## src/rtl/qspi_pkg.sv

```systemverilog
// Shared types and constants for the QPI-mode memory responder.
package qspi_pkg;

    // Frame progress of the responder FSM.
    typedef enum logic [2:0] {
        ST_IDLE   = 3'd0,
        ST_CMD    = 3'd1,
        ST_ADDR   = 3'd2,
        ST_DUMMY  = 3'd3,
        ST_RDATA  = 3'd4,
        ST_WDATA  = 3'd5,
        ST_IGNORE = 3'd6
    } state_e;

    localparam logic [7:0] CMD_READ  = 8'hEB;
    localparam logic [7:0] CMD_WRITE = 8'h38;

    // Flip-flops in every pin synchronizer (CS, SCK and data lanes).
    localparam int SYNC_DEPTH = 2;

endpackage

```

## src/rtl/sync_edge.sv

```systemverilog
// Pin synchronizer with edge detection on the synchronized level.
// rise_o/fall_o are combinational from the last sync stage versus its
// delayed copy, so an action taken on them lands one clk after the
// level is synchronized (2 sync + 1 detect from the pin).
module sync_edge
    import qspi_pkg::*;
#(
    parameter logic RST_VAL = 1'b0
) (
    input  logic clk_i,
    input  logic rst_in,
    input  logic d_i,
    output logic q_o,
    output logic rise_o,
    output logic fall_o
);

    logic [SYNC_DEPTH-1:0] sync_r;
    logic                  prev_r;

    // Synchronizer chain plus one delayed copy for edge detection.
    always_ff @(posedge clk_i or negedge rst_in) begin
        if (!rst_in) begin
            sync_r <= {SYNC_DEPTH{RST_VAL}};
            prev_r <= RST_VAL;
        end else begin
            sync_r <= {sync_r[SYNC_DEPTH-2:0], d_i};
            prev_r <= sync_r[SYNC_DEPTH-1];
        end
    end

    // Level and edge strobes of the synchronized input.
    always_comb begin
        q_o    = sync_r[SYNC_DEPTH-1];
        rise_o = sync_r[SYNC_DEPTH-1] & ~prev_r;
        fall_o = ~sync_r[SYNC_DEPTH-1] & prev_r;
    end

endmodule

```

## src/rtl/qspi_mem_resp.sv

```systemverilog
// QPI-mode QSPI memory responder: decodes command/address/data frames from
// an initiator and serves them from a byte-wide synchronous backing store.
// All pins are oversampled in clk_i; sd is sampled on SCK rise, sd_o is
// updated on SCK fall. A high synchronized CS always wins over SCK edges.
module qspi_mem_resp
    import qspi_pkg::*;
#(
    parameter int ADRW  = 24,
    parameter int DUMMY = 4
) (
    input  logic            clk_i,
    input  logic            rst_in,
    input  logic            cs_in,
    input  logic            sck_i,
    input  logic [3:0]      sd_i,
    output logic [3:0]      sd_o,
    output logic [3:0]      sd_oen_o,
    output logic            mem_req_o,
    output logic            mem_we_o,
    output logic [ADRW-1:0] mem_adr_o,
    output logic [7:0]      mem_wdat_o,
    input  logic [7:0]      mem_rdat_i,
    output logic            busy_o,
    output state_e          state_o
);

    localparam int ANIB = ADRW / 4;
    localparam int CNTW = 8;

    // Synchronized pins and edge strobes.
    logic       sck_s, sck_rise, sck_fall;
    logic       cs_s, cs_rise, cs_fall;
    logic [3:0] sd_sync [SYNC_DEPTH];
    logic [3:0] sd_s;
    logic       unused_ok;

    // FSM and datapath registers.
    state_e          state_r, state_nx;
    logic [CNTW-1:0] cnt_r;
    logic [7:0]      cmd_r;
    logic [ADRW-1:0] adr_r;
    logic            half_r;
    logic [3:0]      whi_r;
    logic [7:0]      pref_r;
    logic [7:0]      shift_r;
    logic            rd_pend_r;

    // Derived combinational terms.
    logic [7:0]      cmd_nx;
    logic [ADRW-1:0] adr_nx;
    logic [ADRW-1:0] adr_inc;
    logic            rise_act, fall_act;
    logic            last_cmd, last_adr, last_dmy;
    logic            cnt_en;

    sync_edge #(.RST_VAL(1'b0)) u_sck_sync (
        .clk_i  (clk_i),
        .rst_in (rst_in),
        .d_i    (sck_i),
        .q_o    (sck_s),
        .rise_o (sck_rise),
        .fall_o (sck_fall)
    );

    // CS resets to its inactive (high) level so a frame needs a real fall.
    sync_edge #(.RST_VAL(1'b1)) u_cs_sync (
        .clk_i  (clk_i),
        .rst_in (rst_in),
        .d_i    (cs_in),
        .q_o    (cs_s),
        .rise_o (cs_rise),
        .fall_o (cs_fall)
    );

    // Abort is level-driven by cs_s; the SCK level and CS rise strobe are not needed.
    assign unused_ok = ^{sck_s, cs_rise};

    // Plain synchronizer for the data lanes, same depth as SCK so they stay aligned.
    always_ff @(posedge clk_i or negedge rst_in) begin
        if (!rst_in) begin
            for (int i = 0; i < SYNC_DEPTH; i++) sd_sync[i] <= 4'h0;
        end else begin
            sd_sync[0] <= sd_i;
            for (int i = 1; i < SYNC_DEPTH; i++) sd_sync[i] <= sd_sync[i-1];
        end
    end

    // Edge qualification, field assembly and counter terminal values.
    always_comb begin
        sd_s     = sd_sync[SYNC_DEPTH-1];
        rise_act = sck_rise & ~cs_s;
        fall_act = sck_fall & ~cs_s;
        cmd_nx   = {cmd_r[3:0], sd_s};
        adr_nx   = {adr_r[ADRW-5:0], sd_s};
        adr_inc  = adr_r + ADRW'(1);
        last_cmd = (cnt_r == CNTW'(1));
        last_adr = (cnt_r == CNTW'(ANIB - 1));
        last_dmy = (cnt_r == CNTW'(DUMMY - 1));
        cnt_en   = (state_r == ST_CMD) || (state_r == ST_ADDR) || (state_r == ST_DUMMY);
    end

    // FSM state register.
    always_ff @(posedge clk_i or negedge rst_in) begin
        if (!rst_in) state_r <= ST_IDLE;
        else         state_r <= state_nx;
    end

    // FSM next-state logic; an unknown command is rejected as soon as it is complete.
    always_comb begin
        state_nx = state_r;
        if (cs_s) begin
            state_nx = ST_IDLE;
        end else begin
            case (state_r)
                ST_IDLE: if (cs_fall) state_nx = ST_CMD;
                ST_CMD: begin
                    if (rise_act && last_cmd) begin
                        if (cmd_nx == CMD_READ || cmd_nx == CMD_WRITE) state_nx = ST_ADDR;
                        else                                           state_nx = ST_IGNORE;
                    end
                end
                ST_ADDR: begin
                    if (rise_act && last_adr) begin
                        if (cmd_r == CMD_READ) state_nx = (DUMMY == 0) ? ST_RDATA : ST_DUMMY;
                        else                   state_nx = ST_WDATA;
                    end
                end
                ST_DUMMY: if (rise_act && last_dmy) state_nx = ST_RDATA;
                default: state_nx = state_r;
            endcase
        end
    end

    // FSM outputs.
    always_comb begin
        busy_o  = (state_r != ST_IDLE);
        state_o = state_r;
    end

    // Datapath: field capture, backing-store requests, read prefetch and lane drive.
    always_ff @(posedge clk_i or negedge rst_in) begin
        if (!rst_in) begin
            cnt_r      <= '0;
            cmd_r      <= 8'h00;
            adr_r      <= '0;
            half_r     <= 1'b0;
            whi_r      <= 4'h0;
            pref_r     <= 8'h00;
            shift_r    <= 8'h00;
            rd_pend_r  <= 1'b0;
            sd_o       <= 4'h0;
            sd_oen_o   <= 4'hF;
            mem_req_o  <= 1'b0;
            mem_we_o   <= 1'b0;
            mem_adr_o  <= '0;
            mem_wdat_o <= 8'h00;
        end else begin
            mem_req_o <= 1'b0;
            // Read data is valid one clk after the request strobe; an abort drops it.
            rd_pend_r <= mem_req_o & ~mem_we_o & ~cs_s;
            if (rd_pend_r && !cs_s) pref_r <= mem_rdat_i;

            if (cs_s) begin
                sd_oen_o <= 4'hF;
                half_r   <= 1'b0;
                cnt_r    <= '0;
            end else begin
                if (state_nx != state_r)     cnt_r <= '0;
                else if (rise_act && cnt_en) cnt_r <= cnt_r + CNTW'(1);

                case (state_r)
                    ST_CMD: begin
                        if (rise_act) cmd_r <= cmd_nx;
                    end
                    ST_ADDR: begin
                        if (rise_act) begin
                            adr_r <= adr_nx;
                            // First read goes out at the last address rise to hide latency.
                            if (last_adr && cmd_r == CMD_READ) begin
                                mem_req_o <= 1'b1;
                                mem_we_o  <= 1'b0;
                                mem_adr_o <= adr_nx;
                            end
                        end
                    end
                    ST_WDATA: begin
                        if (rise_act) begin
                            if (!half_r) begin
                                whi_r  <= sd_s;
                                half_r <= 1'b1;
                            end else begin
                                mem_req_o  <= 1'b1;
                                mem_we_o   <= 1'b1;
                                mem_adr_o  <= adr_r;
                                mem_wdat_o <= {whi_r, sd_s};
                                adr_r      <= adr_inc;
                                half_r     <= 1'b0;
                            end
                        end
                    end
                    ST_RDATA: begin
                        if (fall_act) begin
                            sd_oen_o <= 4'h0;
                            if (!half_r) begin
                                sd_o    <= pref_r[7:4];
                                shift_r <= pref_r;
                                half_r  <= 1'b1;
                            end else begin
                                // Low nibble goes out; fetch the next byte behind it.
                                sd_o      <= shift_r[3:0];
                                half_r    <= 1'b0;
                                adr_r     <= adr_inc;
                                mem_req_o <= 1'b1;
                                mem_we_o  <= 1'b0;
                                mem_adr_o <= adr_inc;
                            end
                        end
                    end
                    default: ;
                endcase
            end
        end
    end

endmodule

```

## config.mk

```make
export PLATFORM = sky130hd
export DESIGN_NAME = qspi_mem_resp
export DESIGN_NICKNAME = d
export VERILOG_FILES = /design/src/rtl/qspi_pkg.sv /design/src/rtl/sync_edge.sv /design/src/rtl/qspi_mem_resp.sv
export SDC_FILE = /design/constraint.sdc
export NUM_CORES = 1
export LEC_CHECK = 0
export CAP_MARGIN = 30
export CORE_UTILIZATION = 40
export DETAILED_ROUTE_END_ITERATION = 6
export PLACE_DENSITY = 0.61
export SLEW_MARGIN = 10
export SYNTH_ARGS = -nofsm -noshare
export SYNTH_HDL_FRONTEND = slang
export SYNTH_SLANG_ARGS = --single-unit
```

## constraint.sdc

```tcl
create_clock -name clk_i -period 2.4 [get_ports clk_i]
set_clock_uncertainty 0.15 [all_clocks]
set_input_delay 0.48 -clock clk_i [delete_from_list [all_inputs] [get_ports clk_i]]
set_output_delay 0.48 -clock clk_i [all_outputs]
set_load 0.05 [all_outputs]
```

# Word level (Yosys, flattened, before mapping)
# Index checks and enable logic that the tools add are counted.
dict set report word_totals {
  regBits 117
  rom_bits 0
  latchBits 0
  ramBits 0
  in_bits 16
  wordCells 127
  out_inout_bits 46
  n_memories 0
}
dict set report classes {
  div 0
  n_shift 0
  addsub 2
  multipliers 0
  reduce_logical 26
  n_mux 46
  n_bitwise 12
  n_eq_ne 20
  magnitude_cmp 0
}
# operator n
set op_table {}
lappend op_table {{$mux 24} 10}
lappend op_table {{$pmux 24 s3} 2}
lappend op_table {{$add 24x1->24 const B} 1}
lappend op_table {{$mux 8} 3}
lappend op_table {{$mux 3} 7}
lappend op_table {{$eq 8x8->1 const B} 2}
lappend op_table {{$mux 1} 16}
lappend op_table {{$mux 4} 4}
lappend op_table {{$pmux 3 s4} 1}
lappend op_table {{$reduce_and 4->1} 3}
lappend op_table {{$reduce_bool 3->1} 4}
lappend op_table {{$ne 2x2->1 const B} 5}
lappend op_table {{$reduce_and 3->1} 3}
lappend op_table {{$add 8x1->8 const B} 1}
lappend op_table {{$eq 8x1->1 const B} 1}
lappend op_table {{$eq 8x2->1 const B} 1}
lappend op_table {{$eq 8x3->1 const B} 1}
lappend op_table {{$eq 8x6->1 const B} 1}
lappend op_table {{$reduce_and 8->1} 1}
lappend op_table {{$and 1x1->1} 7}
lappend op_table {{$eq 3x2->1 const B} 2}
lappend op_table {{$eq 3x3->1 const B} 2}
lappend op_table {{$logic_and 1x1->1} 6}
lappend op_table {{$ne 3x2->1 const B} 2}
lappend op_table {{12 further kinds} 20}

# Longest topological paths before layout
dict set report depth {
  depth_word 10
  depth_mapped 9
}

# By module
# From an unflattened synthesis, not the netlist that was laid out.
dict set report hier_totals {
  hier_cells 608
  area_unflattened_um2 5834.3
}
# mod n_inst area_per_inst_um2 cells_per_inst seq_area_each_um2
set by_module_without_submodules {}
lappend by_module_without_submodules {qspi_mem_resp 1 5650.4 598 2703.8}
lappend by_module_without_submodules {{sync_edge (u_cs_sync)} 1 93.8 5 78.8}
lappend by_module_without_submodules {{sync_edge (u_sck_sync)} 1 90.1 5 75.1}

# Worst setup path before layout
# Ideal clock, no wire load.
dict set report synth_timing {
  path_kind {register to register}
  startpoint {register state_r[0] (netlist: state_o[0])}
  endpoint {register mem_wdat_o[0]}
  slack_ns -0.123
  arrival_ns 2.248
  stages_incl_launch_ff 7
  period_less_slack_ns 2.523
  setup_time_ns 0.125
  cell_sequence {dfrtp_1 -> buf_2 -> nor3b_1 -> o2111ai_1 -> a21boi_4 -> nor3_4 -> mux2_2}
}
dict set report synth_between {
  elab_chain_len 2
}
# item line_no
set synth_lines {}
lappend synth_lines {{start, declared} qspi_mem_resp.sv:38} ;# state_e state_r, state_nx;
lappend synth_lines {{start signal, assigned} qspi_mem_resp.sv:105} ;# else state_r <= state_nx;
lappend synth_lines {{$eq 3x3->1} qspi_mem_resp.sv:171} ;# case (state_r)
lappend synth_lines {{$reduce_and 4->1 (no line)} -}
lappend synth_lines {{end signal, assigned} qspi_mem_resp.sv:195} ;# mem_wdat_o <= {whi_r, sd_s};
lappend synth_lines {{end, declared} qspi_mem_resp.sv:21} ;# output logic [7:0] mem_wdat_o,
# Every way passes these cells.
# A chain may end at the register's enable or synchronous reset.

# Worst setup path in the final report
dict set report layout_timing {
  startpoint {register adr_r[8]}
  endpoint {register mem_adr_o[11]}
}
dict set report layout_between {
  elab_chain_len 4
}
# item line_no
set layout_lines {}
lappend layout_lines {{start, declared} qspi_mem_resp.sv:41} ;# logic [ADRW-1:0] adr_r;
lappend layout_lines {{start signal, assigned} qspi_mem_resp.sv:177} ;# adr_r <= adr_nx;
lappend layout_lines {{start signal, assigned} qspi_mem_resp.sv:196} ;# adr_r <= adr_inc;
lappend layout_lines {{start signal, assigned} qspi_mem_resp.sv:212} ;# adr_r <= adr_inc;
lappend layout_lines {{$add 24x1->24} qspi_mem_resp.sv:95} ;# adr_inc = adr_r + ADRW'(1);
lappend layout_lines {{$mux 24} qspi_mem_resp.sv:204} ;# if (!half_r) begin
lappend layout_lines {{$mux 24} qspi_mem_resp.sv:202} ;# if (fall_act) begin
lappend layout_lines {{$pmux 24 s3} qspi_mem_resp.sv:171}
lappend layout_lines {{end signal, assigned} qspi_mem_resp.sv:182} ;# mem_adr_o <= adr_nx;
lappend layout_lines {{end signal, assigned} qspi_mem_resp.sv:194} ;# mem_adr_o <= adr_r;
lappend layout_lines {{end signal, assigned} qspi_mem_resp.sv:215} ;# mem_adr_o <= adr_inc;
lappend layout_lines {{end, declared} qspi_mem_resp.sv:20} ;# output logic [ADRW-1:0] mem_adr_o,
# Every way passes these cells. The select of a mux whose other input is x is not followed.

==> impl_summary.md <==
Status
The run finished, with violations left. The checks that failed: negative hold slack.

Synth
The portion of synthesized cell area occupied by the leading cell type is approximately 48%. A synthesized cell averages between 9 and 10 um^2. Counting flops and latches in the post-synthesis netlist gives 114. Synthesis handed over a netlist of 580 instances.

The warning count from the yosys run is 0. Of all flip-flops after synthesis, the portion carrying an async set or reset was 100%. Sequential elements use between 40% and 50% of the synthesized area. The netlist area before placement is roughly 5800 um^2. Of all cell types, the one taking the most synthesized area is dfrtp_1. By area the synthesized netlist is led by dfrtp_1 (48%), mux2_2 (6.2%), nor2_1 (3.5%). The number of synthesized flops with an enable pin is 0. The most used flip-flop cell after synthesis is dfrtp_1. The post-synthesis net count is 599. Yosys mapped the design onto between 60 and 70 distinct sky130hd cell types.

Global routing
The total global routing track utilization is around a fifth. The maximum number of pins on one net before global-route repair is 115. The number of antenna violations at the first check in global routing came to 0.

The global-route wire length before repair is 23900 um. The number of global-route vias before repair is approximately 4700. Global routing finished with a remaining overflow of 0.

Final layout
In the final layout, the share of cells above drive strength 1 is between 20% and 30%. The top cell types in the final layout, fill and taps aside, are dfrtp_1 (106), nor2_1 (54), clkdlybuf4s50_1 (52). The final net count is around 680. 0 antenna diodes ended up in the layout.

From synthesis to final layout, the design area changed by 28.0%. The most common cell after layout, fill and taps aside is dfrtp_1. Fill cells in the final layout number between 1000 and 1500.

Timing
The count of final max-slew check failures is 0. Setup repair after global routing left no endpoint under its margin. The final critical path takes up between 90% and 100% of the cycle. The highest achievable clock rate is between 0.4 and 0.5 GHz. The transition time at the pin with the least slew margin is a little over 0.6 ns. The relative slew slack is 59.1%. The tightest hold path in the finished design has a slack of -0.0109 ns. Setup violations remaining at the end of the flow were counted as 0. The setup total negative slack is 0 ns. The clock period could shrink to between 2 and 2.5 ns. The hold violation total from the final report is 13.

Detailed routing
The first routing iteration left approximately 360 violations. The detailed-route vias per instance is ~5.6. The detail route stage leaves a number of antenna-violating nets equal to 0. The detailed router placed 4789 vias in this run. The first-pass iteration count of the detailed router is 5.

The detailed-route wire length is 14300 um. The number of remaining DRC errors is 0. The post-detailed-route wirelength per cell is 16.9 um.

Setup path
Across all register-to-register paths, the minimum setup slack is around 0.087 ns. The peak fanout along the critical path is 7. The termination of the worst setup path is mem_adr_o[11]. Tracing the worst setup path back leads to its startpoint at adr_r[8]. The type of destination of the critical path is a register.

The startpoint identified for the worst register-to-register timing path is adr_r[8]. The maximum single-stage delay on the critical path is roughly 0.62 ns. The arrival time of data at the critical path endpoint is around 2.5 ns. The number of cell instances on the worst register-to-register path is 5. The end of the worst register-to-register path is mem_adr_o[11]. The worst setup path is launched from a register. The slowest stage of the critical path belongs to the cell or4_1.

The worst setup path is of the reg -> reg kind. The data required time of the worst path is about 2.6 ns. The critical path goes through nand3_1, or4_1, or3_1, a311oi_2, a21o_1.

CTS
The root cell of the clock tree is clkbuf_16. The maximum clock insertion buffer count is 2. The H-tree generated during clock tree synthesis spans 4 levels. Clock latency on the worst-skew pair, taken at its later pin, is around 0.43 ns. The number of clock buffers added by TritonCTS is 17. After clock tree synthesis, the clock-pin slew on the worst setup and hold paths is around 0.050 ns. The CTS tree is done.

The number of sinks driven by the clock tree is about 110.

Die
The core box area is about 14000 um^2. From left edge to right edge, the die measures between 100 and 150 um. In this run the vertical extent of the chip is between 100 and 150 um. The total die area is approximately 15000 um^2. The site row count is between 40 and 50.

The number of placed I/O pins is between 60 and 70. For this configuration, the core starts out at a cell density of 41.4%.

Placement
Summed over all nets, the half-perimeter wirelength after detailed placement is slightly below 10000 um. The number of buffers added on ports is slightly above 60. Routability-driven placement finished with a final weighted congestion of approximately 0.85.

Hold path
The class of the worst hold path is in -> async.

Job
Across the run, the number of max-cap violations was 0.

Pwr
The leakage component of the power is about 3.2 nW. Overall power consumption after layout is estimated at 4.76 mW. Across the VDD grid, the largest voltage drop is roughly 0.00042 V. For this design the ratio of total power to cell area is ~640 nW/um^2.
## power by group
group | switching [mW] | internal (mW)
clock network | 0.970 | 1.53
logic | 0.131 | 0.0987
registers | 0.0476 | 1.98
## flip-flops by register name (all words and copies together) (netlist names), 8 cells and up
| name | flops |
|---|---|
| mem_wdat_o | 8 |
| mem_adr_o | 24 |
| cmd_r | 8 |
| adr_r | 24 |
| cnt_r | 8 |
| pref_r | 8 |
## stage by stage
| step | setup slack, ns | cells | utilization (%) | instance area (um^2) | hold slack, ns |
|---|---|---|---|---|---|
| floorplan | 0.0422 | 580 | - | 5810 | 0.0344 |
| global placement | 0.0926 | 816 | 48.6 | 6800 | 0.182 |
| detailed placement | 0.0619 | 816 | 48.6 | 6800 | 0.185 |
| CTS | 0.0321 | 847 | 52.7 | 7380 | 0.0168 |
| global route | 0.0199 | 848 | 53.0 | 7410 | 0.0532 |
| finish | 0.0872 | 848 | 53.0 | 7410 | -0.0109 |
## repair_timing
| action | in CTS | in global routing |
|---|---|---|
| buffers inserted | 0 | 1 |
| pin swaps | 0 | 1 |
| setup endpoints to repair | 6 | 13 |
| hold buffers | 0 | 0 |
| resized for setup | 6 | 4 |
| endpoints found under the hold margin | 0 | 0 |
| gates cloned | 0 | 0 |
## layer usage
layer	part of all wire [%]	vias up	GRT usage, %
met5	0	-	0
met1	48	2338	29.4
met2	45	150	30.0
met3	5.4	23	5.07
li1	-	2278	-
met4	2.1	0	9.60
## synth_stat cells, drive strengths merged, types with 11 or more instances
| cell | count |
|---|---|
| a21oi | 39 |
| buf | 21 |
| clkbuf | 28 |
| dfrtp | 110 |
| mux2 | 32 |
| nand2 | 44 |
| nand3 | 19 |
| nand4 | 13 |
| nor2 | 54 |
| nor3 | 11 |
| nor4 | 12 |
| o21ai | 29 |
| o31ai | 15 |
| xnor2 | 13 |
| xor2 | 11 |
## critical path: cells and delay by family (launching register included)
| family | cells | cell delay, ns |
|---|---|---|
| DFF | 1 | 0.47 |
| and+or+nand+nor | 3 | 1.24 |
| AOI/OAI and AO/OA | 2 | 0.39 |
## worst min-delay path by stage
stage	startpoint	endpoint	slack (ns)
finish	rst_in	mem_adr_o[12]	-0.01
global placement	sd_sync[7]	sd_s[3]	0.18
CTS	rst_in	adr_r[10]	0.02
global route	rst_in	adr_r[9]	0.05
detailed placement	sd_sync[4]	sd_s[0]	0.18
floorplan	rst_in	adr_r[0]	0.03
## final cells by class
cell class              count  area, um^2  share of cell area (%)
flip-flops and latches    114        2860                    38.6
multi-input cells         410        2720                    36.7
well taps                 180         225                    3.04
repair buffers            106         996                    13.4
inverters                   7        26.3                   0.355
clock inverters            14         156                    2.11
clock buffers              17         425                    5.74
## kinds of logic after synthesis
kind of cell | count (synthesis) | share of synthesized area [%]
simple gates | 200 | 18.0
xor+xnor | 24 | 3.63
buf+inv | 56 | 4.34
flops | 114 | 49.4
fa+ha+maj | 3 | 0.649
compound gates | 144 | 16.6
mux | 39 | 7.44
(Power assumes the default switching activity.)
